$ cat src/rtl/pump_ctrl_pkg.sv
// Shared level codes, controller state encoding and level helpers.
// Latency: n/a (types and constants only).
// Backpressure: n/a.
package pump_ctrl_pkg;

    // One-hot level codes as produced by the level encoder
    localparam logic [2:0] LVL_ERR  = 3'b000;
    localparam logic [2:0] LVL_LOW  = 3'b001;
    localparam logic [2:0] LVL_MED  = 3'b010;
    localparam logic [2:0] LVL_HIGH = 3'b100;

    // Controller state; the encoding is visible on ctrl_state
    typedef enum logic [1:0] {
        IDLE  = 2'b00,
        FILL  = 2'b01,
        REST  = 2'b10,
        FAULT = 2'b11
    } ctrl_state_t;

    // A level code is usable only if it is exactly one of the three one-hot codes
    function automatic logic lvl_is_valid(input logic [2:0] lvl);
        return (lvl == LVL_LOW) || (lvl == LVL_MED) || (lvl == LVL_HIGH);
    endfunction

endpackage

$ cat src/rtl/level_debounce.sv
// Debounces the raw level code and tracks runs of invalid raw samples.
// Latency: a code held for STABLE_CYCLES samples is accepted on the edge of its last sample.
// Backpressure: none; consumes one sample every cycle.
module level_debounce
    import pump_ctrl_pkg::*;
#(
    parameter int CNT_W         = 16,
    parameter int STABLE_CYCLES = 4,
    parameter int FAULT_CYCLES  = 8
) (
    input  logic       clk,
    input  logic       reset,
    input  logic [2:0] sample,
    output logic [2:0] accepted,
    output logic       level_valid,
    output logic       inval_hit,
    output logic       inval_zero
);

    localparam logic [CNT_W-1:0] CNT_MAX  = '1;
    localparam logic [CNT_W-1:0] CNT_ONE  = CNT_W'(1);
    localparam logic [CNT_W-1:0] STABLE_N = CNT_W'(STABLE_CYCLES);
    localparam logic [CNT_W-1:0] FAULT_N  = CNT_W'(FAULT_CYCLES);

    logic [2:0]       candidate;
    logic [CNT_W-1:0] stable_cnt;
    logic [CNT_W-1:0] stable_nxt;
    logic [CNT_W-1:0] inval_cnt;
    logic             sample_invalid;

    // Length of the current run of identical samples, including this one
    always_comb begin
        stable_nxt = CNT_ONE;
        if (sample == candidate) begin
            stable_nxt = (stable_cnt == CNT_MAX) ? stable_cnt : stable_cnt + CNT_ONE;
        end
    end

    // Raw-sample validity drives the fault path independently of debouncing
    always_comb begin
        sample_invalid = !lvl_is_valid(sample);
    end

    // Candidate/run tracking; accepted follows once the run is long enough
    always_ff @(posedge clk or posedge reset) begin
        if (reset) begin
            candidate  <= LVL_ERR;
            stable_cnt <= '0;
            accepted   <= LVL_ERR;
        end else begin
            candidate  <= sample;
            stable_cnt <= stable_nxt;
            if (stable_nxt >= STABLE_N) begin
                accepted <= sample;
            end
        end
    end

    // Consecutive invalid samples, saturating; any valid sample clears the run
    always_ff @(posedge clk or posedge reset) begin
        if (reset) begin
            inval_cnt <= '0;
        end else if (sample_invalid) begin
            if (inval_cnt != CNT_MAX) begin
                inval_cnt <= inval_cnt + CNT_ONE;
            end
        end else begin
            inval_cnt <= '0;
        end
    end

    assign level_valid = lvl_is_valid(accepted);
    assign inval_hit   = (inval_cnt >= FAULT_N);
    assign inval_zero  = (inval_cnt == '0);

endmodule

$ cat src/rtl/pump_level_controller.sv
// Fill-pump controller: hysteresis on debounced level, dry-run timeout, rest time, fault latch.
// Latency: accepted level change -> pump_on/fault/ctrl_state update on the following edge.
// Backpressure: none; level code is sampled every cycle, outputs are level signals.
module pump_level_controller
    import pump_ctrl_pkg::*;
#(
    parameter int CNT_W          = 16,
    parameter int STABLE_CYCLES  = 4,
    parameter int FAULT_CYCLES   = 8,
    parameter int MAX_RUN_CYCLES = 1000,
    parameter int MIN_OFF_CYCLES = 50
) (
    input  logic       clk,
    input  logic       reset,
    input  logic [2:0] water_level_state,
    input  logic       enable,
    input  logic       clear_fault,
    output logic       pump_on,
    output logic       fault,
    output logic       level_valid,
    output logic [1:0] ctrl_state
);

    // Reject parameter sets the counters cannot represent
    localparam longint CNT_LIMIT = longint'(1) << CNT_W;

    if (CNT_W < 1 || CNT_W > 32) begin : g_bad_cnt_w
        $error("pump_level_controller: CNT_W must be in 1..32");
    end
    if (STABLE_CYCLES < 1 || longint'(STABLE_CYCLES) >= CNT_LIMIT) begin : g_bad_stable
        $error("pump_level_controller: STABLE_CYCLES out of range");
    end
    if (FAULT_CYCLES < 1 || longint'(FAULT_CYCLES) >= CNT_LIMIT) begin : g_bad_fault
        $error("pump_level_controller: FAULT_CYCLES out of range");
    end
    if (MAX_RUN_CYCLES < 1 || longint'(MAX_RUN_CYCLES) >= CNT_LIMIT) begin : g_bad_run
        $error("pump_level_controller: MAX_RUN_CYCLES out of range");
    end
    if (MIN_OFF_CYCLES < 1 || longint'(MIN_OFF_CYCLES) >= CNT_LIMIT) begin : g_bad_off
        $error("pump_level_controller: MIN_OFF_CYCLES out of range");
    end

    localparam logic [CNT_W-1:0] CNT_MAX  = '1;
    localparam logic [CNT_W-1:0] CNT_ONE  = CNT_W'(1);
    localparam logic [CNT_W-1:0] RUN_LAST = CNT_W'(MAX_RUN_CYCLES - 1);
    localparam logic [CNT_W-1:0] OFF_LAST = CNT_W'(MIN_OFF_CYCLES - 1);

    logic [2:0]       accepted;
    logic             inval_hit;
    logic             inval_zero;
    ctrl_state_t      state_q;
    ctrl_state_t      state_d;
    logic [CNT_W-1:0] run_cnt;
    logic [CNT_W-1:0] off_cnt;

    level_debounce #(
        .CNT_W         (CNT_W),
        .STABLE_CYCLES (STABLE_CYCLES),
        .FAULT_CYCLES  (FAULT_CYCLES)
    ) u_debounce (
        .clk         (clk),
        .reset       (reset),
        .sample      (water_level_state),
        .accepted    (accepted),
        .level_valid (level_valid),
        .inval_hit   (inval_hit),
        .inval_zero  (inval_zero)
    );

    // Next-state: invalid run beats everything; an accepted HIGH stops the
    // pump even on the cycle the dry-run limit would otherwise trip
    always_comb begin
        state_d = state_q;
        unique case (state_q)
            IDLE: begin
                if (inval_hit) begin
                    state_d = FAULT;
                end else if (accepted == LVL_LOW && enable) begin
                    state_d = FILL;
                end
            end
            FILL: begin
                if (inval_hit) begin
                    state_d = FAULT;
                end else if (accepted == LVL_HIGH) begin
                    state_d = REST;
                end else if (run_cnt == RUN_LAST) begin
                    state_d = FAULT;
                end else if (!enable) begin
                    state_d = REST;
                end
            end
            REST: begin
                if (inval_hit) begin
                    state_d = FAULT;
                end else if (off_cnt == OFF_LAST) begin
                    state_d = IDLE;
                end
            end
            FAULT: begin
                // Leaving a fault always passes through REST so the pump gets its rest time
                if (clear_fault && level_valid && inval_zero) begin
                    state_d = REST;
                end
            end
            default: state_d = IDLE;
        endcase
    end

    // State register with outputs decoded from next state so they change with it
    always_ff @(posedge clk or posedge reset) begin
        if (reset) begin
            state_q <= IDLE;
            pump_on <= 1'b0;
            fault   <= 1'b0;
        end else begin
            state_q <= state_d;
            pump_on <= (state_d == FILL);
            fault   <= (state_d == FAULT);
        end
    end

    // Run timer: zero outside FILL, so each fill starts counting from zero
    always_ff @(posedge clk or posedge reset) begin
        if (reset) begin
            run_cnt <= '0;
        end else if (state_q != FILL) begin
            run_cnt <= '0;
        end else if (run_cnt != CNT_MAX) begin
            run_cnt <= run_cnt + CNT_ONE;
        end
    end

    // Rest timer: zero outside REST, so every rest period is served in full
    always_ff @(posedge clk or posedge reset) begin
        if (reset) begin
            off_cnt <= '0;
        end else if (state_q != REST) begin
            off_cnt <= '0;
        end else if (off_cnt != CNT_MAX) begin
            off_cnt <= off_cnt + CNT_ONE;
        end
    end

    assign ctrl_state = state_q;

endmodule

$ cat config.mk
export PLATFORM = sky130hd
export DESIGN_NAME = pump_level_controller
export DESIGN_NICKNAME = d
export VERILOG_FILES = /design/src/rtl/pump_ctrl_pkg.sv /design/src/rtl/level_debounce.sv /design/src/rtl/pump_level_controller.sv
export SDC_FILE = /design/constraint.sdc
export NUM_CORES = 1
export LEC_CHECK = 0
export CORE_UTILIZATION = 45
export CTS_CLUSTER_DIAMETER = 200
export DETAILED_ROUTE_END_ITERATION = 10
export GPL_TIMING_DRIVEN = 0
export PLACE_DENSITY = 0.61
export SYNTH_ARGS = -nofsm -noshare
export SYNTH_HDL_FRONTEND = slang
export SYNTH_HIERARCHICAL = 1
export SYNTH_SLANG_ARGS = --single-unit
$ cat constraint.sdc
create_clock -name clk -period 4.3 [get_ports clk]
set_clock_uncertainty 0.2 [all_clocks]
set_input_delay 1.29 -clock clk [delete_from_list [all_inputs] [get_ports clk]]
set_output_delay 1.29 -clock clk [all_outputs]
set_load 0.02 [all_outputs]
==> results of run 1 <==
## area by class of cell
| type | count | area, sq um | area share (%) |
|---|---|---|---|
| Clock buffer | 11 | 151 | 3.32 |
| Inverter | 12 | 45.0 | 0.988 |
| Timing Repair Buffer | 11 | 110 | 2.42 |
| Sequential cell | 74 | 1850 | 40.6 |
| Multi-Input combinational cell | 337 | 2160 | 47.4 |
| Clock inverter | 5 | 52.6 | 1.15 |
| Buffer | 10 | 52.6 | 1.15 |
| Tap cell | 108 | 135 | 2.96 |
## cell families (layout without fill, tap and decap cells)
| family | Yosys count | count (layout) | share of synthesized area [%] |
|---|---|---|---|
| mux | 8 | 8 | 2.31 |
| fa+ha+maj | 6 | 6 | 1.83 |
| compound gates | 90 | 90 | 14.3 |
| simple gates | 205 | 205 | 28.1 |
| flops | 74 | 74 | 45.1 |
| xor+xnor | 28 | 28 | 5.97 |
| buf+inv | 22 | 49 | 2.38 |
## sequential cells by signal (all words and copies together), names as in the netlist
register and cells:
off_cnt 16, run_cnt 16, u_debounce/inval_cnt 16, u_debounce/stable_cnt 16
u_debounce/accepted 3, u_debounce/candidate 3, ctrl_state 2, fault 1
pump_on 1
## through the flow
step | utilization (%) | hold WS (ps) | total power (W) | instances
floorplan | - | 276 | 0.00103 | 433
global placement | 49.7 | 300 | 0.00113 | 552
detailed placement | 49.7 | 317 | 0.00113 | 552
CTS | 52.0 | 327 | 0.00170 | 568
global route | 52.0 | 375 | 0.00177 | 568
finish | 52.0 | 329 | 0.00168 | 568
## layer usage
layer | global-route usage (%) | routed length [microns] | vias to the layer above
met2 | 28.5 | 3890 | 30
met1 | 26.9 | 4490 | 1640
met3 | 2.88 | 148 | 11
li1 | - | - | 1682
met4 | 7.47 | 115 | 0
met5 | 0 | 0 | -
## power by group through the flow
stage	logic, W	registers, W	clock network (W)
after floorplan	0.000206	0.000824	0
after global placement	0.000293	0.000832	0
after detailed placement	0.000298	0.000834	0
after CTS	0.000300	0.000820	0.000580
after global routing	0.000335	0.000830	0.000608
final	0.000296	0.000820	0.000566
## path summary, 6_finish.rpt
path,startpoint,endpoint,slack [ps],depth (start not counted)
worst max-delay path,water_level_state[2],u_debounce/accepted[1],540,8
max in group asynchronous,reset,u_debounce/inval_cnt[1],2130,2
min in group asynchronous,reset,off_cnt[11],1250,2
worst max register to register,u_debounce/stable_cnt[0],u_debounce/accepted[1],910,8
worst min register to register,off_cnt[6],off_cnt[6],330,1
worst min-delay path,off_cnt[6],off_cnt[6],330,1
## Yosys cell counts (2+ instances only)
| library cell | n | area, sq um |
|---|---|---|
| and4_1 | 6 | 52.6 |
| nand4_1 | 16 | 100 |
| o31ai_1 | 3 | 22.5 |
| inv_1 | 12 | 45.0 |
| clkbuf_1 | 7 | 26.3 |
| or3_1 | 10 | 62.6 |
| o21a_1 | 2 | 15.0 |
| nor2_1 | 42 | 158 |
| xor2_1 | 13 | 114 |
| o211ai_1 | 3 | 22.5 |
| mux2i_1 | 5 | 50.1 |
| a21oi_1 | 23 | 115 |
| a31oi_1 | 11 | 68.8 |
| o21ai_0 | 19 | 95.1 |
| nand4_4 | 2 | 42.5 |
| or2_2 | 5 | 31.3 |
| and3b_1 | 2 | 17.5 |
| o311ai_0 | 2 | 17.5 |
| a2111o_1 | 3 | 33.8 |
| nand2_1 | 32 | 120 |
| a21boi_0 | 2 | 15.0 |
| nor3b_1 | 4 | 30.0 |
| nor3_1 | 19 | 95.1 |
| nand3_1 | 25 | 125 |
| nor4b_1 | 2 | 17.5 |
| dfrtp_1 | 74 | 1850 |
| nor2b_1 | 2 | 12.5 |
| or4_4 | 2 | 22.5 |
| or4_1 | 6 | 45.0 |
| and3_1 | 7 | 43.8 |
| o211a_1 | 3 | 30.0 |
| nand2b_1 | 3 | 18.8 |
| mux2_4 | 3 | 45.0 |
| xnor2_1 | 15 | 131 |
| nor4_1 | 13 | 81.3 |
| a211oi_1 | 5 | 37.5 |
| o41ai_1 | 3 | 26.3 |
| ha_1 | 6 | 75.1 |
==> flow_summary.json, run 1 <==
{
  "status": "completed",
  "synth.cell_area_sq_um": 4110,
  "dpl_cell_area_sq_um": 4350,
  "drv_slew": 0,
  "hold_class": "reg2reg",
  "grt_pass1_vias": 3083,
  "p_per_area_nw_per_um2": 369,
  "hpwl_microns": 5960,
  "async_reset_ff_share_pct": 100,
  "num_antenna_cells": 0,
  "post_cts_resized": 0,
  "cp_num_buf_inv": 2,
  "io_buffers": 11,
  "vdd_drop_max_v": 0.000208,
  "start_util_pct": 46.9,
  "finalWirelength_microns": 8640,
  "synth-main-ff-cell": "dfrtp_1",
  "clk_path_buf_depth": 2,
  "drt-wirelength-per-cell_microns": 15.2,
  "drtIter0Drc": 106,
  "combPwrFrac_pct": 17.6,
  "p_leak_nw": 1.84,
  "grt_pass1_wl_microns": 14600,
  "power_frac_seq_pct": 48.8,
  "syn_inst": 433,
  "clkLatencyLatePin_ps": 350,
  "cp.required_ps": 4320,
  "fin_area_sq_um": 4560,
  "cp_max_fo": 10,
  "drc": 0,
  "mappedNetlistNets": 446,
  "cp-start-kind": "input pin",
  "setup_ws_ps": 538,
  "grt_overflow": 0,
  "synth_edf_count": 0,
  "hold_violations": 0,
  "rsz0062_at_grt": "no",
  "fin_nets": 468,
  "worstSetupPathType": "in2reg",
  "final_cell_mix": "dfrtp_1, nor2_1, nand2_1",
  "htree_levels": 3,
  "max_clock_freq_mhz": 266,
  "synthToLayoutAreaGrowth_pct": 10.9,
  "fin_tns_setup_ps": 0,
  "fp-row-count": 34,
  "coreArea_sq_um": 8760,
  "synth-seq-cells": 74,
  "setup_violations": 0,
  "die_h_microns": 97.6,
  "cts_buffers": 9,
  "avgSynthCellArea_sq_um": 9.49,
  "tightest_slew_ps": 992,
  "grt_util_all_layers_pct": 18.8,
  "antenna_left": 0,
  "cp_top_family": "simple AND/OR/NAND/NOR gates",
  "dr.pass1.iters": 4,
  "switchingPower_w": 0.000500,
  "grt_max_degree": 39,
  "yosysSeqAreaShare_pct": 45.1,
  "dieArea_sq_um": 9520,
  "p_int_w": 0.00118,
  "num-fill-cells": 804,
  "yosysWarningCount": 6,
  "clock-sinks": 74,
  "vias_per_cell": 5.92,
  "clockPowerShare_pct": 33.6,
  "finalCriticalPeriod_ps": 3760,
  "layout-drive-gt1-share_pct": 8.70,
  "root_buffer": "clkbuf_8",
  "vias": 3363,
  "dieWidth_microns": 97.6,
  "finalCritPeriodShare_pct": 87.5,
  "ctsHoldBuffers": 0,
  "slew_headroom_pct": 32.9,
  "ys_types": 59,
  "worst_setup_path_end_kind": "flip-flop",
  "ios": 12,
  "mostFrequentLayoutCell": "dfrtp_1",
  "drv_cap": 0,
  "netSwitchingFraction_pct": 29.7,
  "crit_arrival_ps": 3780,
  "place_ws_ps": 183,
  "cts_tree": "done",
  "cts_setup_buffers": 0,
  "path_cells": "clkdlybuf4s50_1 -> xnor2_1 -> nand3_1 -> clkbuf_8 -> a31oi_1 -> or4_1 -> or4_4 -> mux2_4",
  "gp_congestion": 0.824,
  "path_clk_slew_ps": 80,
  "antenna_found_initial": 0,
  "slowest_stage": "or4_4",
  "worst_path_largest_cell_delay_ps": 590
}
No activity file was read; power rests on OpenSTA's default activity.
==> run 2: changes to the inputs <==
CAP_MARGIN = 20   (was not set)
SKIP_CTS_REPAIR_TIMING = 1   (was not set)
==> results of run 2 <==
The final DEF is identical to that of run 1; final timing and power are the same.
